**config.mk**
```make
export PLATFORM = sky130hd
export DESIGN_NAME = cfg_write_arbiter_flat
export DESIGN_NICKNAME = d
export VERILOG_FILES = /design/src/rtl/cfg_write_arbiter_if.sv /design/src/rtl/cfg_write_arbiter.sv /design/src/flat_wrapper.sv
export SDC_FILE = /design/constraint.sdc
export NUM_CORES = 1
export LEC_CHECK = 0
export ABC_AREA = 0
export BUFFER_PORTS_ARGS = -buffer_cell sky130_fd_sc_hd__buf_2
export CAP_MARGIN = 25
export CORE_MARGIN = 2
export CORE_UTILIZATION = 54
export DETAILED_ROUTE_END_ITERATION = 16
export PLACE_DENSITY_LB_ADDON = 0.25
export SYNTH_ARGS = -nofsm -noshare
export SYNTH_HDL_FRONTEND = slang
export SYNTH_SLANG_ARGS = --single-unit
```
**constraint.sdc**
```tcl
create_clock -name clk -period 3.3 [get_ports clk]
set_clock_uncertainty 0.05 [all_clocks]
set_input_delay 0 -clock clk [delete_from_list [all_inputs] [get_ports clk]]
set_output_delay 0 -clock clk [all_outputs]
set_load 0.02 [all_outputs]
```
**src/rtl/cfg_write_arbiter_if.sv**
```systemverilog
// Write-request bundle for cfg_write_arbiter: two requesters, each with valid/addr/data
// and a one-cycle ready acknowledge returned by the arbiter.
interface cfg_write_arbiter_if #(
  parameter int ADDR_W = 7,
  parameter int DATA_W = 8
);
  // Handshake: a requester raises valid with stable addr/data and holds it until it samples
  // ready high on a rising edge; ready is a single-cycle pulse and the write commits two edges later.
  logic              req0_valid;
  logic [ADDR_W-1:0] req0_addr;
  logic [DATA_W-1:0] req0_data;
  logic              req0_ready;
  logic              req1_valid;
  logic [ADDR_W-1:0] req1_addr;
  logic [DATA_W-1:0] req1_data;
  logic              req1_ready;

  modport master (
    output req0_valid, req0_addr, req0_data,
    output req1_valid, req1_addr, req1_data,
    input  req0_ready, req1_ready
  );

  modport slave (
    input  req0_valid, req0_addr, req0_data,
    input  req1_valid, req1_addr, req1_data,
    output req0_ready, req1_ready
  );
endinterface

```
**src/rtl/cfg_write_arbiter.sv**
```systemverilog
// Two-requester write arbiter owning the PWM/output configuration register bank.
// Optional build macro CFG_ARB_FIXED_PRIORITY_EN: requester 0 always wins ties (default round-robin).
module cfg_write_arbiter #(
  parameter int ADDR_W = 7,
  parameter int DATA_W = 8
) (
  input  logic                 clk,
  input  logic                 rst,
  cfg_write_arbiter_if.slave   req,
  output logic [DATA_W-1:0]    en_reg_out_7_0,
  output logic [DATA_W-1:0]    en_reg_out_15_8,
  output logic [DATA_W-1:0]    en_reg_pwm_7_0,
  output logic [DATA_W-1:0]    en_reg_pwm_15_8,
  output logic [DATA_W-1:0]    pwm_duty_cycle,
  output logic                 cfg_update,
  output logic                 wr_err,
  output logic                 busy,
  output logic [1:0]           state_dbg
);

  typedef enum logic [1:0] {
    ST_IDLE  = 2'd0,
    ST_ACK   = 2'd1,
    ST_WRITE = 2'd2
  } state_t;

  state_t            state_q;
  logic [ADDR_W-1:0] addr_q;
  logic [DATA_W-1:0] data_q;
  logic [DATA_W-1:0] out_7_0_q, out_15_8_q, pwm_7_0_q, pwm_15_8_q, duty_q;
  logic              ready0_q, ready1_q, cfg_update_q, wr_err_q, busy_q;

  logic any_valid;
  logic grant1_d;
  logic addr_mapped;

  assign any_valid   = req.req0_valid | req.req1_valid;
  assign addr_mapped = (addr_q <= ADDR_W'(4));

`ifdef CFG_ARB_FIXED_PRIORITY_EN
  assign grant1_d = req.req1_valid & ~req.req0_valid;
`else
  logic last_grant_q;
  // last_grant_q = 1 means requester 1 won most recently, so requester 0 takes the next tie.
  assign grant1_d = req.req1_valid & (~req.req0_valid | ~last_grant_q);

  always_ff @(posedge clk or posedge rst) begin
    if (rst) begin
      last_grant_q <= 1'b1;
    end else if (state_q == ST_IDLE && any_valid) begin
      last_grant_q <= grant1_d;
    end
  end
`endif

  always_ff @(posedge clk or posedge rst) begin
    if (rst) begin
      state_q      <= ST_IDLE;
      addr_q       <= '0;
      data_q       <= '0;
      out_7_0_q    <= '0;
      out_15_8_q   <= '0;
      pwm_7_0_q    <= '0;
      pwm_15_8_q   <= '0;
      duty_q       <= '0;
      ready0_q     <= 1'b0;
      ready1_q     <= 1'b0;
      cfg_update_q <= 1'b0;
      wr_err_q     <= 1'b0;
      busy_q       <= 1'b0;
    end else begin
      case (state_q)
        ST_IDLE: begin
          cfg_update_q <= 1'b0;
          wr_err_q     <= 1'b0;
          if (any_valid) begin
            addr_q   <= grant1_d ? req.req1_addr : req.req0_addr;
            data_q   <= grant1_d ? req.req1_data : req.req0_data;
            ready0_q <= ~grant1_d;
            ready1_q <= grant1_d;
            busy_q   <= 1'b1;
            state_q  <= ST_ACK;
          end
        end
        ST_ACK: begin
          ready0_q <= 1'b0;
          ready1_q <= 1'b0;
          state_q  <= ST_WRITE;
        end
        ST_WRITE: begin
          // The held copy commits even if the winner dropped valid during ACK.
          case (addr_q)
            ADDR_W'(0): out_7_0_q  <= data_q;
            ADDR_W'(1): out_15_8_q <= data_q;
            ADDR_W'(2): pwm_7_0_q  <= data_q;
            ADDR_W'(3): pwm_15_8_q <= data_q;
            ADDR_W'(4): duty_q     <= data_q;
            default: ;
          endcase
          cfg_update_q <= addr_mapped;
          wr_err_q     <= ~addr_mapped;
          busy_q       <= 1'b0;
          state_q      <= ST_IDLE;
        end
        default: begin
          ready0_q <= 1'b0;
          ready1_q <= 1'b0;
          busy_q   <= 1'b0;
          state_q  <= ST_IDLE;
        end
      endcase
    end
  end

  assign req.req0_ready  = ready0_q;
  assign req.req1_ready  = ready1_q;
  assign en_reg_out_7_0  = out_7_0_q;
  assign en_reg_out_15_8 = out_15_8_q;
  assign en_reg_pwm_7_0  = pwm_7_0_q;
  assign en_reg_pwm_15_8 = pwm_15_8_q;
  assign pwm_duty_cycle  = duty_q;
  assign cfg_update      = cfg_update_q;
  assign wr_err          = wr_err_q;
  assign busy            = busy_q;
  assign state_dbg       = state_q;

endmodule

```
**src/flat_wrapper.sv**
```systemverilog
// flat-port wrapper written by rule: the top's interface ports become plain ports
module cfg_write_arbiter_flat 
#(
  parameter int ADDR_W = 7,
  parameter int DATA_W = 8
)
  (clk, rst, en_reg_out_7_0, en_reg_out_15_8, en_reg_pwm_7_0, en_reg_pwm_15_8, pwm_duty_cycle, cfg_update, wr_err, busy, state_dbg, req_req0_valid, req_req0_addr, req_req0_data, req_req1_valid, req_req1_addr, req_req1_data, req_req0_ready, req_req1_ready);
  cfg_write_arbiter_if #(.ADDR_W(ADDR_W), .DATA_W(DATA_W)) req_i ();
  input  logic clk;
  input  logic rst;
  output logic [DATA_W-1:0] en_reg_out_7_0;
  output logic [DATA_W-1:0] en_reg_out_15_8;
  output logic [DATA_W-1:0] en_reg_pwm_7_0;
  output logic [DATA_W-1:0] en_reg_pwm_15_8;
  output logic [DATA_W-1:0] pwm_duty_cycle;
  output logic cfg_update;
  output logic wr_err;
  output logic busy;
  output logic [1:0] state_dbg;
  input wire logic [$bits(req_i.req0_valid)-1:0] req_req0_valid;
  input wire logic [$bits(req_i.req0_addr)-1:0] req_req0_addr;
  input wire logic [$bits(req_i.req0_data)-1:0] req_req0_data;
  input wire logic [$bits(req_i.req1_valid)-1:0] req_req1_valid;
  input wire logic [$bits(req_i.req1_addr)-1:0] req_req1_addr;
  input wire logic [$bits(req_i.req1_data)-1:0] req_req1_data;
  output wire logic [$bits(req_i.req0_ready)-1:0] req_req0_ready;
  output wire logic [$bits(req_i.req1_ready)-1:0] req_req1_ready;
  assign req_i.req0_valid = req_req0_valid;
  assign req_i.req0_addr = req_req0_addr;
  assign req_i.req0_data = req_req0_data;
  assign req_i.req1_valid = req_req1_valid;
  assign req_i.req1_addr = req_req1_addr;
  assign req_i.req1_data = req_req1_data;
  assign req_req0_ready = req_i.req0_ready;
  assign req_req1_ready = req_i.req1_ready;
  cfg_write_arbiter #(.ADDR_W(ADDR_W), .DATA_W(DATA_W)) u_core (.clk(clk), .rst(rst), .req(req_i), .en_reg_out_7_0(en_reg_out_7_0), .en_reg_out_15_8(en_reg_out_15_8), .en_reg_pwm_7_0(en_reg_pwm_7_0), .en_reg_pwm_15_8(en_reg_pwm_15_8), .pwm_duty_cycle(pwm_duty_cycle), .cfg_update(cfg_update), .wr_err(wr_err), .busy(busy), .state_dbg(state_dbg));
endmodule
```
==> reports/metrics.cfg, run 1 <==
[power_and_ir_drop]
power_frac_clock_pct = 21.1
ir_drop_mv = 0.570
swShare_pct = 36.6
leakage_nw = 1.91
power_frac_seq_pct = 41.0
p_int_mw = 1.98
power_density_mw_per_mm2 = 876
power.share.combinational_pct = 38.0
switchingPower_mw = 1.14

[sta]
max-slew-margin-rel_pct = 42.8
hold_ws_ns = 0.341
max_freq_mhz = 384
tightestPinTransition_ns = 0.857
setup_tns_ns = 0
finalCritPeriodShare_pct = 78.9
setup_viol_count_final = 0
slew_violations = 0
fin_crit_ns = 2.60
rsz0062_at_grt = no
hold_violations = 0

[drt]
drc = 0
viasPerCell = 5.56
wl_per_cell_um = 17.7
wl_um = 6270
firstDrtPassIters = 6
drtIter0Drc = 94
num_vias = 1973
ant_nets = 0

[clocking]
cts_tree = yes
post_cts_resize_count = 0
cts.sinks = 63
clk_pin_slew_ns = 0.07
worstSkewPairLatency_ns = 0.34
cts_setup_buffers = 0
cts_buffers = 9
cts_buffer_depth = 2
cts-root-buf = clkbuf_8
holdBufCountCts = 34
cts_max_level = 3

[global_route]
grt_pass1_wl_um = 9670
grt-ovfl-total = 0
antenna_found_initial = 0
grtUsageTotal_pct = 25.3
grt_max_degree = 43
grt_pass1_vias = 1895

[synth]
yosysTopAreaCell = dfrtp_1
synth_area_per_cell_sq_um = 14.6
synth_area_sq_mm = 0.00259
yosys.cell_types.count = 30
muxShareOfSynthArea_pct = 17.4
yosys.area_share.simple_pct = 7.52
synth-edff-count = 0
synth.top_cells.by_count = 62 x dfrtp_1, 40 x mux2_2, 15 x a221o_1, 14 x a21boi_0, 5 x inv_1
synth-xor-area-share_pct = 0
async_flop_share_pct = 100
ys_seq_area_share_pct = 60.8
synth_area_leaders = dfrtp_1 60%, mux2_2 17%, a221o_1 5.8%
syn_nets = 212
synth-main-ff-cell = dfrtp_1
synth-adder-area-share_pct = 0
yosysMostFrequentCell = dfrtp_1
synth_cells = 178
synth_compound_gate_area_share_pct = 11.9
synth_top_area_share_pct = 59.8
synth_top_family_by_area = multiplexers
ys_warn_count = 0
ys_ff_latch = 63

[cells_and_area]
fin_nets = 330
drive_gt1_share_pct = 48.8
fillers = 306
area_growth_pct = 37.3
finalInstanceArea_sq_mm = 0.00356
n_antenna_cell = 0
regArea_sq_mm = 0.00158
multi_input_area_sq_um = 955

[run_status]
outcome = finished, final reports clean

[placed_design]
gp_congestion = 0.830
dpl-instance-area_sq_mm = 0.00303
hpwlAfterDp_um = 3850
port_buffers = 80

[flow_run]
max_cap_violations = 0

[floorplan]
start_util_pct = 55.3
die_x_um = 73.3
die_area_sq_mm = 0.00538
ioPinCount = 81
rows = 25
fp.dieH_um = 73.3
core_sq_mm = 0.00469

[critical_path]
slowest_stage = and3_1
r2r_cells = 4
required_ns = 3.52
crit_path_cell_trace = nor2_2 -> and3_1 -> a221o_1 -> dlygate4sd3_1
crit_fanout = 18
crit_path_end_kind = register
arrival_ns = 2.82
critPathLaunchType = register
worst-setup-path-type = register to register
slowest_delay_ns = 0.64

[hold_path]
hold_path.class = primary input to asynchronous set/reset pin

## layout by cell type, fill, tap and decap left out, types with 3 or more instances in the layout
cell type / Yosys / layout
dlygate4sd3_1: 0 / 34
inv_1: 5 / 4
mux2_2: 40 / 40
o21ai_0: 4 / 4
nand3b_1: 3 / 3
nor2b_1: 3 / 3
a21boi_0: 14 / 14
dfrtp_1: 62 / 62
buf_2: 2 / 80
a221o_1: 15 / 15
clkbuf_8: 0 / 9
nand2_1: 4 / 4
## critical path, delay by kind of cell (launching register included)
| kind | cells | cell delay, ns |
|---|---|---|
| compound gates | 1 | 0.28 |
| buf+inv | 1 | 0.58 |
| flops | 1 | 0.49 |
| simple gates | 2 | 1.14 |
## stage by stage
step | utilization (%) | worst slack, ns | power [mW] | cells
global placement | 64.5 | 1.38 | 2.22 | 305
detailed placement | 64.5 | 1.33 | 2.26 | 305
floorplan | - | 1.49 | 1.93 | 178
CTS | 75.9 | 0.806 | 3.10 | 355
finish | 75.9 | 0.696 | 3.12 | 355
global route | 75.9 | 0.545 | 3.29 | 355
## state kept, by name (all words and copies together) (netlist names)
signal	flops
u_core.req.req1_ready	1
u_core.en_reg_pwm_15_8	8
u_core.en_reg_pwm_7_0	8
u_core.pwm_duty_cycle	8
u_core.en_reg_out_7_0	8
u_core.busy	1
u_core.state_dbg	2
u_core.en_reg_out_15_8	8
u_core.addr_q	7
u_core.last_grant_q	1
u_core.wr_err	1
u_core.data_q	8
u_core.req.req0_ready	1
u_core.cfg_update	1
## layout make-up
class                           count  share of cell area [%]
Clock buffer                        9                    3.48
Clock inverter                      7                    2.04
Inverter                            5                   0.527
Multi-Input combinational cell    102                    26.8
Sequential cell                    63                    44.3
Tap cell                           54                    1.90
Timing Repair Buffer              115                    21.0
## kinds of logic after synthesis
kind of cell | count (synthesis)
compound gates | 38
buf+inv | 13
flops | 63
mux | 40
simple gates | 24
## final timing paths
check	to	start	slack [ns]
setup / recovery	u_core.data_q[5]	u_core.state_dbg[0]	0.70
hold / removal	u_core.pwm_duty_cycle[2]	rst	0.34
setup reg to reg	u_core.data_q[5]	u_core.state_dbg[0]	0.70
hold reg to reg	u_core.cfg_update	u_core.cfg_update	0.45
max in group asynchronous	u_core.en_reg_out_15_8[0]	rst	2.04
min in group clk	u_core.addr_q[5]	req_req1_addr[5]	0.39
## power by group through the flow
stage / Combinational, mW / Sequential, mW / Clock (mW)
after global placement: 0.936 / 1.28 / 0
after floorplan: 0.493 / 1.43 / 0
final: 1.19 / 1.28 / 0.658
after CTS: 1.16 / 1.28 / 0.668
after global routing: 1.28 / 1.32 / 0.701
after detailed placement: 0.964 / 1.29 / 0
## layer usage
metal / part of all wire, % / track usage (%) / vias up
met5: 0 / 0 / -
met4: 1.6 / 7.47 / 0
met3: 4.5 / 7.13 / 13
met2: 52 / 42.4 / 65
met1: 42 / 32.2 / 997
li1: - / - / 898
Power figures use the tool's default switching activity.
==> inputs of run 2 (changes only) <==
--- a/config.mk
+++ b/config.mk
@@ -9,7 +9,7 @@
 export BUFFER_PORTS_ARGS = -buffer_cell sky130_fd_sc_hd__buf_2
 export CAP_MARGIN = 25
 export CORE_MARGIN = 2
-export CORE_UTILIZATION = 54
+export CORE_UTILIZATION = 45
 export DETAILED_ROUTE_END_ITERATION = 16
 export PLACE_DENSITY_LB_ADDON = 0.25
 export SYNTH_ARGS = -nofsm -noshare
==> constraint.sdc (replaced) <==
create_clock -name clk -period 2.2 [get_ports clk]
set_clock_uncertainty 0.05 [all_clocks]
set_input_delay 0 -clock clk [delete_from_list [all_inputs] [get_ports clk]]
set_output_delay 0 -clock clk [all_outputs]
set_load 0.02 [all_outputs]
==> reports/metrics.cfg, run 2 (synthesized netlist as in run 1, its figures left out) <==
[clocking]
cts_buffers = 9  ; unchanged
worstSkewPairLatency_ns = 0.34  ; about the same
cts.sinks = 63  ; unchanged
cts_max_level = 3  ; unchanged
clk_pin_slew_ns = 0.07  ; about the same
cts_buffer_depth = 2  ; unchanged
cts_tree = yes
cts-root-buf = clkbuf_8
cts_setup_buffers = 0  ; unchanged

[placed_design]
post-place-ws_ns = 0.331  ; -1.00 ns
gp_congestion = 0.837  ; +0.87%
port_buffers = 80  ; unchanged
hpwlAfterDp_um = 4090  ; +6.2%
dpl-instance-area_sq_mm = 0.00309  ; +2.0%

[critical_path]
arrival_ns = 2.24  ; -0.58 ns
cp-startpoint = u_core.state_dbg[0]
r2r_start = u_core.state_dbg[0]
crit_path_end_kind = register
crit_fanout = 16  ; -2
critPathLaunchType = register
required_ns = 2.36  ; -1.16 ns
worst-setup-path-type = register to register

[global_route]
grt-ovfl-total = 0  ; unchanged
grt_pass1_wl_um = 9930  ; +2.6%
grt_pass1_vias = 1997  ; +5.4%
grt_max_degree = 33  ; -23%
grtUsageTotal_pct = 21.0  ; -4.3 points
antenna_found_initial = 0  ; unchanged

[sta]
max-slew-margin-rel_pct = 56.1  ; +13 points
hold_violations = 0  ; unchanged
slew_violations = 0  ; unchanged
rsz0062_at_grt = no
tightestPinTransition_ns = 0.658  ; -0.200 ns
fin_ws_ns = 0.122  ; -0.575 ns
fin_crit_ns = 2.08  ; -0.525 ns
finalCritPeriodShare_pct = 94.5  ; +16 points
setup_viol_count_final = 0  ; unchanged
setup_tns_ns = 0  ; unchanged
max_freq_mhz = 481  ; +25%

[floorplan]
die_x_um = 79.9  ; +9.0%
start_util_pct = 46.8  ; -8.5 points
ioPinCount = 81  ; unchanged
die_area_sq_mm = 0.00639  ; +19%
core_sq_mm = 0.00554  ; +18%
rows = 27  ; +8.0%
fp.dieH_um = 79.9  ; +9.0%

[drt]
ant_nets = 0  ; unchanged
drc = 0  ; unchanged
drtIter0Drc = 76  ; -19%
wl_um = 6140  ; -2.0%
num_vias = 1961  ; -0.61%
firstDrtPassIters = 4  ; -2
viasPerCell = 5.22  ; -6.2%
wl_per_cell_um = 16.3  ; -7.5%

[cells_and_area]
finalInstanceArea_sq_mm = 0.00361  ; +1.4%
n_antenna_cell = 0  ; unchanged
regArea_sq_mm = 0.00158  ; unchanged
layout_common_cells = 80 x buf_2, 62 x dfrtp_1, 40 x mux2_2
drive_gt1_share_pct = 49.7  ; +0.83 points
fin_nets = 335  ; +1.5%
multi_input_area_sq_um = 957  ; +0.26%
area_growth_pct = 39.2
fillers = 435  ; +42%
layout_commonest_cell = buf_2

[power_and_ir_drop]
leakage_nw = 1.94  ; +1.2%
power_density_mw_per_mm2 = 1290  ; +48%
ir_drop_mv = 0.652  ; +14%

[flow_run]
max_cap_violations = 0  ; unchanged

[run_status]
outcome = finished, final reports clean

[hold_path]
hold_path.class = primary input to asynchronous set/reset pin

## run 2: power breakdown
part	internal [mW]	total, mW	switching, mW
Clock	0.520	0.925	0.405
Combinational	0.942	1.85	0.909
Sequential	1.56	1.90	0.336
## run 2: stage by stage
| stage | utilization (%) | cells | hold slack [ns] | total power, mW |
|---|---|---|---|---|
| floorplan | - | 178 | 0.0951 | 2.89 |
| global placement | 55.7 | 328 | 0.0836 | 3.42 |
| detailed placement | 55.7 | 328 | 0.0863 | 3.45 |
| CTS | 65.2 | 376 | 0.273 | 4.66 |
| global route | 65.2 | 376 | 0.335 | 4.95 |
| finish | 65.2 | 376 | 0.251 | 4.67 |
## run 2: what timing repair did
action,4_1_cts,5_1_grt
gates resized for setup,0,2
hold buffers,34,0
setup endpoints to repair,0,15
endpoints found under the hold margin,46,0
## run 2: final timing paths
kind / slack, ns / endpoint / depth (start not counted)
setup / recovery: 0.12 / u_core.data_q[7] / 5
hold / removal: 0.25 / u_core.data_q[4] / 3
setup reg to reg: 0.12 / u_core.data_q[7] / 5
hold reg to reg: 0.43 / u_core.cfg_update / 2
max in group asynchronous: 1.15 / u_core.en_reg_out_15_8[7] / 4
min in group clk: 0.38 / u_core.addr_q[0] / 3
## run 2: worst max-delay path: stages (launching register included)
cell and delay (ns):
dfrtp_1 0.39, buf_4 0.18, nor2_2 0.05, and3_2 0.32
a221o_1 0.39, dlygate4sd3_1 0.57
## run 2: cell type report
cell class / instances / share of cell area [%]
Clock buffer: 14 / 5.06
Inverter: 5 / 0.520
Multi-Input combinational cell: 102 / 26.5
Sequential cell: 63 / 43.7
Tap cell: 72 / 2.49
Timing Repair Buffer: 120 / 21.8
## run 2: metal layers
layer  routed length (um)  part of all wire [%]  global-route usage [%]  vias to the layer above
met1                 2700                    44                    27.8                      955
met5                    0                     0                       0                        -
met4                  197                   3.2                    11.4                        0
met2                 2950                    48                    32.3                       75
li1                     -                     -                       -                      909
met3                  288                   4.7                    4.30                       22
